**src/rtl/lsu_bus_pkg.sv**
```systemverilog
// Shared definitions for the LSU bus: default widths, master indices and the I/O map.
package lsu_bus_pkg;

    localparam int unsigned LSU_AW = 32;
    localparam int unsigned LSU_DW = 32;

    typedef enum logic {
        M_CPU = 1'b0,
        M_DBG = 1'b1
    } mst_idx_e;

    localparam logic [31:0] ADDR_HEX0 = 32'h0000_0800;
    localparam logic [31:0] ADDR_HEX1 = 32'h0000_0810;
    localparam logic [31:0] ADDR_HEX2 = 32'h0000_0820;
    localparam logic [31:0] ADDR_HEX3 = 32'h0000_0830;
    localparam logic [31:0] ADDR_HEX4 = 32'h0000_0840;
    localparam logic [31:0] ADDR_HEX5 = 32'h0000_0850;
    localparam logic [31:0] ADDR_HEX6 = 32'h0000_0860;
    localparam logic [31:0] ADDR_HEX7 = 32'h0000_0870;
    localparam logic [31:0] ADDR_LEDR = 32'h0000_0880;
    localparam logic [31:0] ADDR_LEDG = 32'h0000_0890;
    localparam logic [31:0] ADDR_LCD  = 32'h0000_08A0;
    localparam logic [31:0] ADDR_SW   = 32'h0000_0900;

    // Seven-segment displays sit on a 16-byte stride starting at HEX0.
    function automatic logic [31:0] hex_addr(input int unsigned idx);
        return ADDR_HEX0 + 32'(idx << 4);
    endfunction

endpackage

```
**src/rtl/lsu_rr_arb2.sv**
```systemverilog
// Combinational two-way round-robin pick with lock retention and a forced handover
// once the locked owner has used up its hold budget.
module lsu_rr_arb2
    import lsu_bus_pkg::*;
(
    input  logic [1:0] i_req,
    input  logic [1:0] i_lock,
    input  mst_idx_e   i_last,
    input  logic       i_lock_q,
    input  mst_idx_e   i_owner,
    input  logic       i_hold_max,
    output logic [1:0] o_gnt,
    output mst_idx_e   o_idx
);

    mst_idx_e w_other;
    logic     w_owner_req;
    logic     w_owner_lock;
    logic     w_other_req;
    logic     w_locked;
    logic     w_forced;

    assign w_other      = (i_owner == M_CPU) ? M_DBG : M_CPU;
    assign w_owner_req  = (i_owner == M_DBG) ? i_req[1] : i_req[0];
    assign w_owner_lock = (i_owner == M_DBG) ? i_lock[1] : i_lock[0];
    assign w_other_req  = (i_owner == M_DBG) ? i_req[0] : i_req[1];
    assign w_locked     = i_lock_q & w_owner_req & w_owner_lock;
    assign w_forced     = w_locked & i_hold_max & w_other_req;

    always_comb begin
        o_idx = M_CPU;
        if (w_forced) begin
            o_idx = w_other;
        end else if (w_locked) begin
            o_idx = i_owner;
        end else if (i_req == 2'b11) begin
            o_idx = (i_last == M_CPU) ? M_DBG : M_CPU;
        end else if (i_req[1]) begin
            o_idx = M_DBG;
        end
    end

    always_comb begin
        o_gnt = 2'b00;
        if (|i_req) begin
            o_gnt = (o_idx == M_DBG) ? 2'b10 : 2'b01;
        end
    end

endmodule

```
**src/rtl/lsu_arbiter.sv**
```systemverilog
// Shares the single LSU port between the CPU data port (m0) and the debug/DMA port (m1),
// routing the one-cycle-late load data back to whichever master issued the read.
module lsu_arbiter
    import lsu_bus_pkg::*;
#(
    parameter int unsigned AW       = LSU_AW,
    parameter int unsigned DW       = LSU_DW,
    parameter int unsigned MAX_HOLD = 8
) (
    input  logic          clk_i,
    input  logic          rst_ni,
    input  logic          m0_req_i,
    input  logic          m0_lock_i,
    input  logic          m0_we_i,
    input  logic [AW-1:0] m0_addr_i,
    input  logic [DW-1:0] m0_wdata_i,
    output logic          m0_gnt_o,
    output logic          m0_rvalid_o,
    output logic [DW-1:0] m0_rdata_o,
    input  logic          m1_req_i,
    input  logic          m1_lock_i,
    input  logic          m1_we_i,
    input  logic [AW-1:0] m1_addr_i,
    input  logic [DW-1:0] m1_wdata_i,
    output logic          m1_gnt_o,
    output logic          m1_rvalid_o,
    output logic [DW-1:0] m1_rdata_o,
    output logic [AW-1:0] lsu_addr_o,
    output logic [DW-1:0] lsu_st_data_o,
    output logic          lsu_st_en_o,
    input  logic [DW-1:0] lsu_ld_data_i
);

    localparam int unsigned HW = 8;

    logic [1:0]    w_req;
    logic [1:0]    w_lock_in;
    logic [1:0]    w_gnt;
    mst_idx_e      w_idx;
    logic          w_accept;
    logic          w_hold_max;
    logic          w_sel_we;
    logic          w_sel_lock;
    logic [AW-1:0] w_sel_addr;
    logic [DW-1:0] w_sel_wdata;

    mst_idx_e      r_last, w_last_d;
    logic          r_lock, w_lock_d;
    mst_idx_e      r_owner, w_owner_d;
    logic [HW-1:0] r_hold_cnt, w_hold_d;
    logic          r_rd_pend, w_rd_pend_d;
    mst_idx_e      r_rd_id, w_rd_id_d;

    // Requests are masked in reset so no grant or LSU strobe escapes while rst_ni is low.
    assign w_req      = {m1_req_i, m0_req_i} & {2{rst_ni}};
    assign w_lock_in  = {m1_lock_i, m0_lock_i};
    assign w_hold_max = (r_hold_cnt == HW'(MAX_HOLD));

    lsu_rr_arb2 u_arb (
        .i_req      (w_req),
        .i_lock     (w_lock_in),
        .i_last     (r_last),
        .i_lock_q   (r_lock),
        .i_owner    (r_owner),
        .i_hold_max (w_hold_max),
        .o_gnt      (w_gnt),
        .o_idx      (w_idx)
    );

    assign w_accept = |w_gnt;
    assign m0_gnt_o = w_gnt[0];
    assign m1_gnt_o = w_gnt[1];

    always_comb begin
        if (w_idx == M_DBG) begin
            w_sel_we    = m1_we_i;
            w_sel_lock  = m1_lock_i;
            w_sel_addr  = m1_addr_i;
            w_sel_wdata = m1_wdata_i;
        end else begin
            w_sel_we    = m0_we_i;
            w_sel_lock  = m0_lock_i;
            w_sel_addr  = m0_addr_i;
            w_sel_wdata = m0_wdata_i;
        end
    end

    assign lsu_addr_o    = w_accept ? w_sel_addr : '0;
    assign lsu_st_data_o = w_accept ? w_sel_wdata : '0;
    assign lsu_st_en_o   = w_accept & w_sel_we;

    always_comb begin
        w_last_d    = r_last;
        w_owner_d   = r_owner;
        w_hold_d    = r_hold_cnt;
        w_lock_d    = w_accept & w_sel_lock;
        w_rd_pend_d = w_accept & ~w_sel_we;
        w_rd_id_d   = w_idx;
        if (w_accept) begin
            w_last_d  = w_idx;
            w_owner_d = w_idx;
            if (w_idx != r_last) begin
                w_hold_d = HW'(1);
            end else if (r_hold_cnt < HW'(MAX_HOLD)) begin
                w_hold_d = r_hold_cnt + HW'(1);
            end
        end else if (!r_lock) begin
            w_hold_d = '0;
        end
    end

    always_ff @(posedge clk_i or negedge rst_ni) begin
        if (!rst_ni) begin
            r_last     <= M_DBG;
            r_owner    <= M_CPU;
            r_lock     <= 1'b0;
            r_hold_cnt <= '0;
            r_rd_pend  <= 1'b0;
            r_rd_id    <= M_CPU;
        end else begin
            r_last     <= w_last_d;
            r_owner    <= w_owner_d;
            r_lock     <= w_lock_d;
            r_hold_cnt <= w_hold_d;
            r_rd_pend  <= w_rd_pend_d;
            r_rd_id    <= w_rd_id_d;
        end
    end

    assign m0_rvalid_o = r_rd_pend & (r_rd_id == M_CPU);
    assign m1_rvalid_o = r_rd_pend & (r_rd_id == M_DBG);
    assign m0_rdata_o  = m0_rvalid_o ? lsu_ld_data_i : '0;
    assign m1_rdata_o  = m1_rvalid_o ? lsu_ld_data_i : '0;

endmodule

```
**config.mk**
```make
export PLATFORM = sky130hd
export DESIGN_NAME = lsu_arbiter
export DESIGN_NICKNAME = d
export VERILOG_FILES = /design/src/rtl/lsu_bus_pkg.sv /design/src/rtl/lsu_rr_arb2.sv /design/src/rtl/lsu_arbiter.sv
export SDC_FILE = /design/constraint.sdc
export NUM_CORES = 1
export LEC_CHECK = 0
export CAP_MARGIN = 5
export CORE_AREA = 2 2 117 119
export DETAILED_ROUTE_END_ITERATION = 7
export DIE_AREA = 0 0 119 121
export SKIP_CTS_REPAIR_TIMING = 1
export SYNTH_ARGS = -nofsm -noshare
export SYNTH_HDL_FRONTEND = slang
export SYNTH_SLANG_ARGS = --single-unit
```
**constraint.sdc**
```tcl
create_clock -name clk_i -period 3.11 [get_ports clk_i]
set_input_delay 0.7775 -clock clk_i [delete_from_list [all_inputs] [get_ports clk_i]]
set_output_delay 0.7775 -clock clk_i [all_outputs]
set_load 0.01 [all_outputs]
```
==> flow_summary.json, run 1 <==
{
  "status": "finished, final reports clean",
  "dr.first_iter.drc_count": 198,
  "drv_cap": 0,
  "finalSetupViolations": 0,
  "hold_viol": 0,
  "die_y_um": 121,
  "synth_enable_flop_cells": 0,
  "cell_internal_pwr_w": 0.0008054,
  "die_area_mm2": 0.01440,
  "htreeDepth": 1,
  "antenna_left": 0,
  "place_hpwl_um": 10050,
  "syn_avg_cell_area_um2": 5.790,
  "synthFlopType": "dfrtp_1",
  "drtPass1Iterations": 5,
  "gp_congestion": 0.8276,
  "slowest_stage": "nand4_1",
  "vias": 3827,
  "path_cells": "dlymetal6s2s_1 -> buf_4 -> buf_4 -> nand2_2 -> nand4_1 -> o31ai_4 -> buf_6 -> buf_6 -> buf_8 -> o21ai_1 -> buf_2",
  "ys_ff_latch": 13,
  "crit_path_start_kind": "input port",
  "synth_cell_types": 39,
  "clkPwrFrac": 0.198,
  "rows": 42,
  "synthCells": 365,
  "cts_sinks": 13,
  "wl_per_cell_um": 16.38,
  "yosys.area.top_type": "nand2_1",
  "viasPerCell": 4.440,
  "area_growth_pct": 165.8,
  "grt_pass1_wl_um": 17930,
  "n_antenna_cell": 0,
  "max_freq_mhz": 324.7,
  "ys_async_sr_fraction": 1.000,
  "fin_cells": 862,
  "initial_utilization": 0.1615,
  "clock_skew_ns": 0.001255,
  "crit_fanout": 16,
  "hp-class": "in -> async",
  "worst_setup_path_end_kind": "output pin",
  "die_x_um": 119,
  "wl_um": 14120,
  "netlist_area_mm2": 0.002113,
  "synth_warnings": 0,
  "grt_max_degree": 71,
  "fp.coreArea_mm2": 0.01309,
  "grt_usage": 0.1541,
  "insertion_delay_ns": 0.24,
  "cts_buffer_depth": 2,
  "p_sw_frac": 0.3470,
  "yosysSeqAreaShare": 0.1545,
  "io_pins": 301,
  "grt_pass1_vias": 3430,
  "placed_area_mm2": 0.005465,
  "fin_area_mm2": 0.005618,
  "drcViolationCount": 0,
  "place_inst": 840,
  "cts_buffers": 3,
  "slew_headroom": 0.6353,
  "drive_above_1_share": 0.1953,
  "syn_nets": 535,
  "clock-root-buffer": "clkbuf_16",
  "num-fill-cells": 1323,
  "synth_area_leaders": "nand2_1 24%, o21ai_0 15%, dfrtp_1 14%",
  "peakVddDrop_mv": 0.1378,
  "antenna_found_initial": 0,
  "clkSlewWorstSetupHoldPaths_ns": 0.04,
  "arrival_ns": 2.30,
  "sequentialPowerShare": 0.155,
  "finalMaxSlewViolations": 0,
  "p_leak_nw": 2.578,
  "fin_crit_sh": 0.9904,
  "powerDensity_mw_per_mm2": 219.6,
  "worst_pin_slew_ns": 0.5435,
  "cts_tree": "done",
  "port-buffer-count": 300,
  "min_period_ns": 3.080,
  "p_comb_frac": 0.646,
  "grt_overflow_total": 0,
  "synth_top_area_share": 0.2398,
  "slowest_delay_ns": 0.19,
  "layout.nets": 857,
  "cp.required_ns": 2.33,
  "worstSetupPathType": "in -> out",
  "p_switching_w": 0.0004281
}
==> synthesized netlist by cell type, types with 2 or more instances <==
master and n:
a21oi_1 2, a31oi_1 2, and2_1 36, and3_1 32, buf_4 6, clkbuf_1 23, dfrtp_1 12, ha_1 2
inv_1 4, mux2i_1 3, nand2_1 135, nand3_1 3, nand4_1 2, nor2_1 7, nor2b_1 5, o21ai_0 64
o21ai_1 5
==> placed cells by master (no fill, tap or decap), drive strengths merged, types with 3 or more instances in the layout <==
master         netlist  final
o21ai               69     69
a21oi                3      3
clkdlybuf4s50        0    228
and3                32     32
buf                  8     76
nand3                3      3
nor2                 7      7
dlymetal6s2s         0     11
clkbuf              23     37
and2                36     36
inv                  4      4
mux2i                3      3
nor2b                5      5
nand2              135    135
dfrtp               12     12
==> power groups by stage <==
stage	Combinational [W]	Sequential (W)	Clock, W
floorplan	0.000254	0.000197	0
global placement	0.000765	0.000193	0
detailed placement	0.000770	0.000193	0
CTS	0.000776	0.000191	0.000247
global route	0.000856	0.000193	0.000260
finish	0.000797	0.000192	0.000244
==> worst max-delay path, delay by kind of cell <==
family | cells | cell delay (ns)
buf+inv | 7 | 1.02
simple gates | 2 | 0.25
compound gates | 2 | 0.22
==> registers in the layout (all words and copies together) (netlist names) <==
register	flops
r_last	1
r_rd_pend	1
r_lock	1
r_owner	1
r_hold_cnt	8
r_rd_id	1
==> layout make-up <==
class | instances | area (um2) | share of cell area
well taps | 176 | 220.2 | 0.03920
inverters | 4 | 15.01 | 0.002673
flip-flops and latches | 13 | 326.6 | 0.05813
repair buffers | 348 | 3277 | 0.5833
clock buffers | 4 | 78.83 | 0.01403
multi-input cells | 317 | 1700 | 0.3027
==> per-layer routing <==
metal  vias up  global-route usage  part of all wire
met5         -                   0                 0
met4         0             0.02827             0.018
met3        13             0.03947             0.087
met2       222              0.2996              0.53
met1      1729              0.1685              0.36
li1       1863                   -                 -
==> cell families after synthesis <==
| group | count (synthesis) | share of synthesized area |
|---|---|---|
| AOI/OAI and AO/OA | 83 | 0.2208 |
| xor gates and xnor gates | 2 | 0.008290 |
| adders and majority gates | 2 | 0.01184 |
| buffers and inverters | 35 | 0.07696 |
| DFF | 13 | 0.1545 |
| muxes | 3 | 0.01421 |
| and+or+nand+nor | 227 | 0.5133 |
==> final timing paths <==
check                                     startpoint  slack, ns  cells past startpoint                         to
hold / removal                                rst_ni       0.55                      2        r_owner$_DFFE_PN0N_
max in group asynchronous                     rst_ni       2.32                      2         r_last$_DFFE_PN1N_
setup reg to reg           r_hold_cnt[6]$_DFFE_PN0P_       0.71                     10  r_hold_cnt[2]$_DFFE_PN0P_
min in group clk_i         r_hold_cnt[5]$_DFFE_PN0P_       0.61                      1  r_hold_cnt[5]$_DFFE_PN0P_
hold reg to reg            r_hold_cnt[5]$_DFFE_PN0P_       0.61                      1  r_hold_cnt[5]$_DFFE_PN0P_
setup / recovery                            m0_req_i       0.03                     11          lsu_st_data_o[15]
==> metrics by stage <==
step / hold WS [ns] / setup slack (ns) / total power (W) / TNS (ns) / util
5_1_grt: 0.5873 / -0.04069 / 0.001309 / -0.3345 / 0.4293
4_1_cts: 0.5740 / -0.7646 / 0.001214 / -44.74 / 0.4237
2_1_floorplan: 0.4819 / 0.2927 / 0.0004510 / 0 / -
6_report: 0.5514 / 0.02982 / 0.001234 / 0 / 0.4293
3_5_place_dp: 0.5581 / -0.7561 / 0.0009633 / -44.41 / 0.4177
3_3_place_gp: 0.5381 / -0.7287 / 0.0009583 / -42.55 / 0.4177
No activity file was read; power rests on OpenSTA's default activity.
==> run 2: changes to the inputs <==
Settings changed: DONT_BUFFER_PORTS from default to 1.
Clock period 3.11 ns to 2.5 ns, I/O delays scaled along.
==> run 2 against run 1 <==
The flow now finishes with violations (setup timing). Die area did not move. Worst hold slack got worse by 0.47 ns. Highest routed layer unchanged. Flip-flop and latch count did not move. Worst setup slack got worse by 0.36 ns. Clock skew barely moved. Clock power rose by 24%. Clock-buffer cell count fell by 1.
==> flow_summary.json, run 2 (synthesized netlist as in run 1, its figures left out) <==
{
  "finalMaxSlewViolations": 0,
  "slew_headroom": 0.7044,
  "finalPower_w": 0.001020,
  "n_antenna_cell": 0,
  "violations": "setup timing",
  "antenna_left": 0,
  "io_pins": 301,
  "reg2reg_from": "r_hold_cnt[4]$_DFFE_PN0P_",
  "rr_worst_depth": 6,
  "crit_fanout": 38,
  "grt_usage": 0.1166,
  "port-buffer-count": 0,
  "drtPass1Iterations": 4,
  "cts_tree": "done",
  "dp_worst_setup_slack_ns": -0.08102,
  "largest_register_ffs": 8,
  "layout.nets": 550,
  "clkSlewWorstSetupHoldPaths_ns": 0.05,
  "viasPerCell": 4.726,
  "clock-root-buffer": "clkbuf_16",
  "grt_pass1_wl_um": 12850,
  "hp-class": "in -> async",
  "fp.coreArea_mm2": 0.01309,
  "die_x_um": 119,
  "rsz0062_at_grt": "true",
  "cts_buffers": 3,
  "vias": 2623,
  "hold_viol": 0,
  "drv_cap": 0,
  "final_common_cell": "nand2_1",
  "largest_register": "r_hold_cnt",
  "crit_path_end": "lsu_st_data_o[16]",
  "grt_max_degree": 62,
  "arrival_ns": 2.20,
  "holdWs_ns": 0.07732,
  "p_leak_nw": 1.181,
  "insertion_delay_ns": 0.24,
  "wl_um": 9567,
  "worst_setup_path_end_kind": "output pin",
  "gp_congestion": 0.8645,
  "rows": 42,
  "drcViolationCount": 0,
  "final_cell_mix": "133 x nand2_1, 37 x buf_4, 36 x and2_1",
  "cts_sinks": 13,
  "worst_pin_slew_ns": 0.4387,
  "area_growth_pct": 27.41,
  "min_period_ns": 2.827,
  "finalSetupViolations": 66,
  "cts_buffer_depth": 2,
  "drive_above_1_share": 0.1873,
  "initial_utilization": 0.1615,
  "htreeDepth": 1,
  "die_y_um": 121,
  "wl_per_cell_um": 17.24,
  "dr.first_iter.drc_count": 148,
  "r2r_slack_ns": 0.29,
  "crit_path_start_kind": "flop",
  "die_area_mm2": 0.01440,
  "fin_crit_sh": 1.131,
  "clock_skew_ns": 0.001280,
  "powerDensity_mw_per_mm2": 378.7,
  "status": "complete, but fails checks",
  "place_hpwl_um": 8301,
  "grt_overflow_total": 0,
  "grt_pass1_vias": 2204,
  "max_freq_mhz": 353.8,
  "r2r_end": "r_hold_cnt[1]$_DFFE_PN0P_",
  "worstSetupPathType": "reg -> out",
  "antenna_found_initial": 0,
  "setup.worst_path.start": "r_hold_cnt[1]$_DFFE_PN0P_",
  "peakVddDrop_mv": 0.2128,
  "setup_slack_ns": -0.3269,
  "cp.required_ns": 1.88
}
==> run 2: cell types whose count changed in the layout (fill, tap and decap cells not counted), sizes merged <==
cell	previous run	this run
clkbuf	37	3
dlymetal6s2s	11	0
buf	76	41
clkinv	0	1
clkdlybuf4s50	228	0
==> run 2: per-layer routing <==
metal	up-vias	routed length (um)	share of wire	track usage
met5	-	0	0	0
met4	0	299	0.031	0.04241
met3	15	749	0.078	0.01363
met2	209	4678	0.49	0.2033
met1	1149	3838	0.40	0.1477
li1	1250	-	-	-
==> run 2: power by group <==
part,internal (W),leakage [nW],switching [W],total (W)
Combinational,0.000173,0.969,0.000305,0.000478
Clock,0.000213,0.0409,0.0000896,0.000302
Sequential,0.000227,0.171,0.0000116,0.000239
Total,0.000613,1.18,0.000406,0.00102
==> run 2: worst max-delay path: stages (launching register included) <==
cell and delay (ns):
dfrtp_1 0.34, inv_1 0.06, ha_2 0.16, and3b_1 0.18, a41o_1 0.24, o31ai_4 0.26
buf_12 0.18, buf_12 0.19, nand2_1 0.07, o21ai_0 0.10, buf_4 0.16
==> run 2: stage by stage <==
step | TNS, ns | cells | util | cell area (um2)
finish | -14.34 | 555 | 0.2058 | 2693
global route | -22.83 | 555 | 0.2058 | 2693
CTS | -16.02 | 555 | 0.2041 | 2670
detailed placement | -0.8386 | 551 | 0.1979 | 2590
global placement | -0.4532 | 551 | 0.1979 | 2590
floorplan | -4.012 | 365 | - | 2162
==> run 2: how the worst min path moves through the flow <==
stage | to | cells after the start | slack, ns
6_report | r_lock$_DFF_PN0_ | 0 | 0.08
5_1_grt | r_owner$_DFFE_PN0N_ | 0 | 0.06
4_1_cts | r_lock$_DFF_PN0_ | 0 | 0.07
3_5_place_dp | r_lock$_DFF_PN0_ | 0 | 0.33
3_3_place_gp | r_owner$_DFFE_PN0N_ | 0 | 0.33
2_1_floorplan | r_hold_cnt[0]$_DFFE_PN0P_ | 0 | 0.33
==> run 2: layout make-up <==
cell class	count	area, um2
clock inverters	1	5.005
inverters	4	15.01
repair buffers	41	357.8
clock buffers	3	75.07
well taps	176	220.2
fillers	1477	10390
multi-input cells	317	1693
flip-flops and latches	13	326.6
==> run 3: changes to the inputs <==
Settings changed: CTS_CLUSTER_DIAMETER from default to 30.
==> results of run 3 <==
No change in the layout: final DEF, timing and power equal those of run 2.
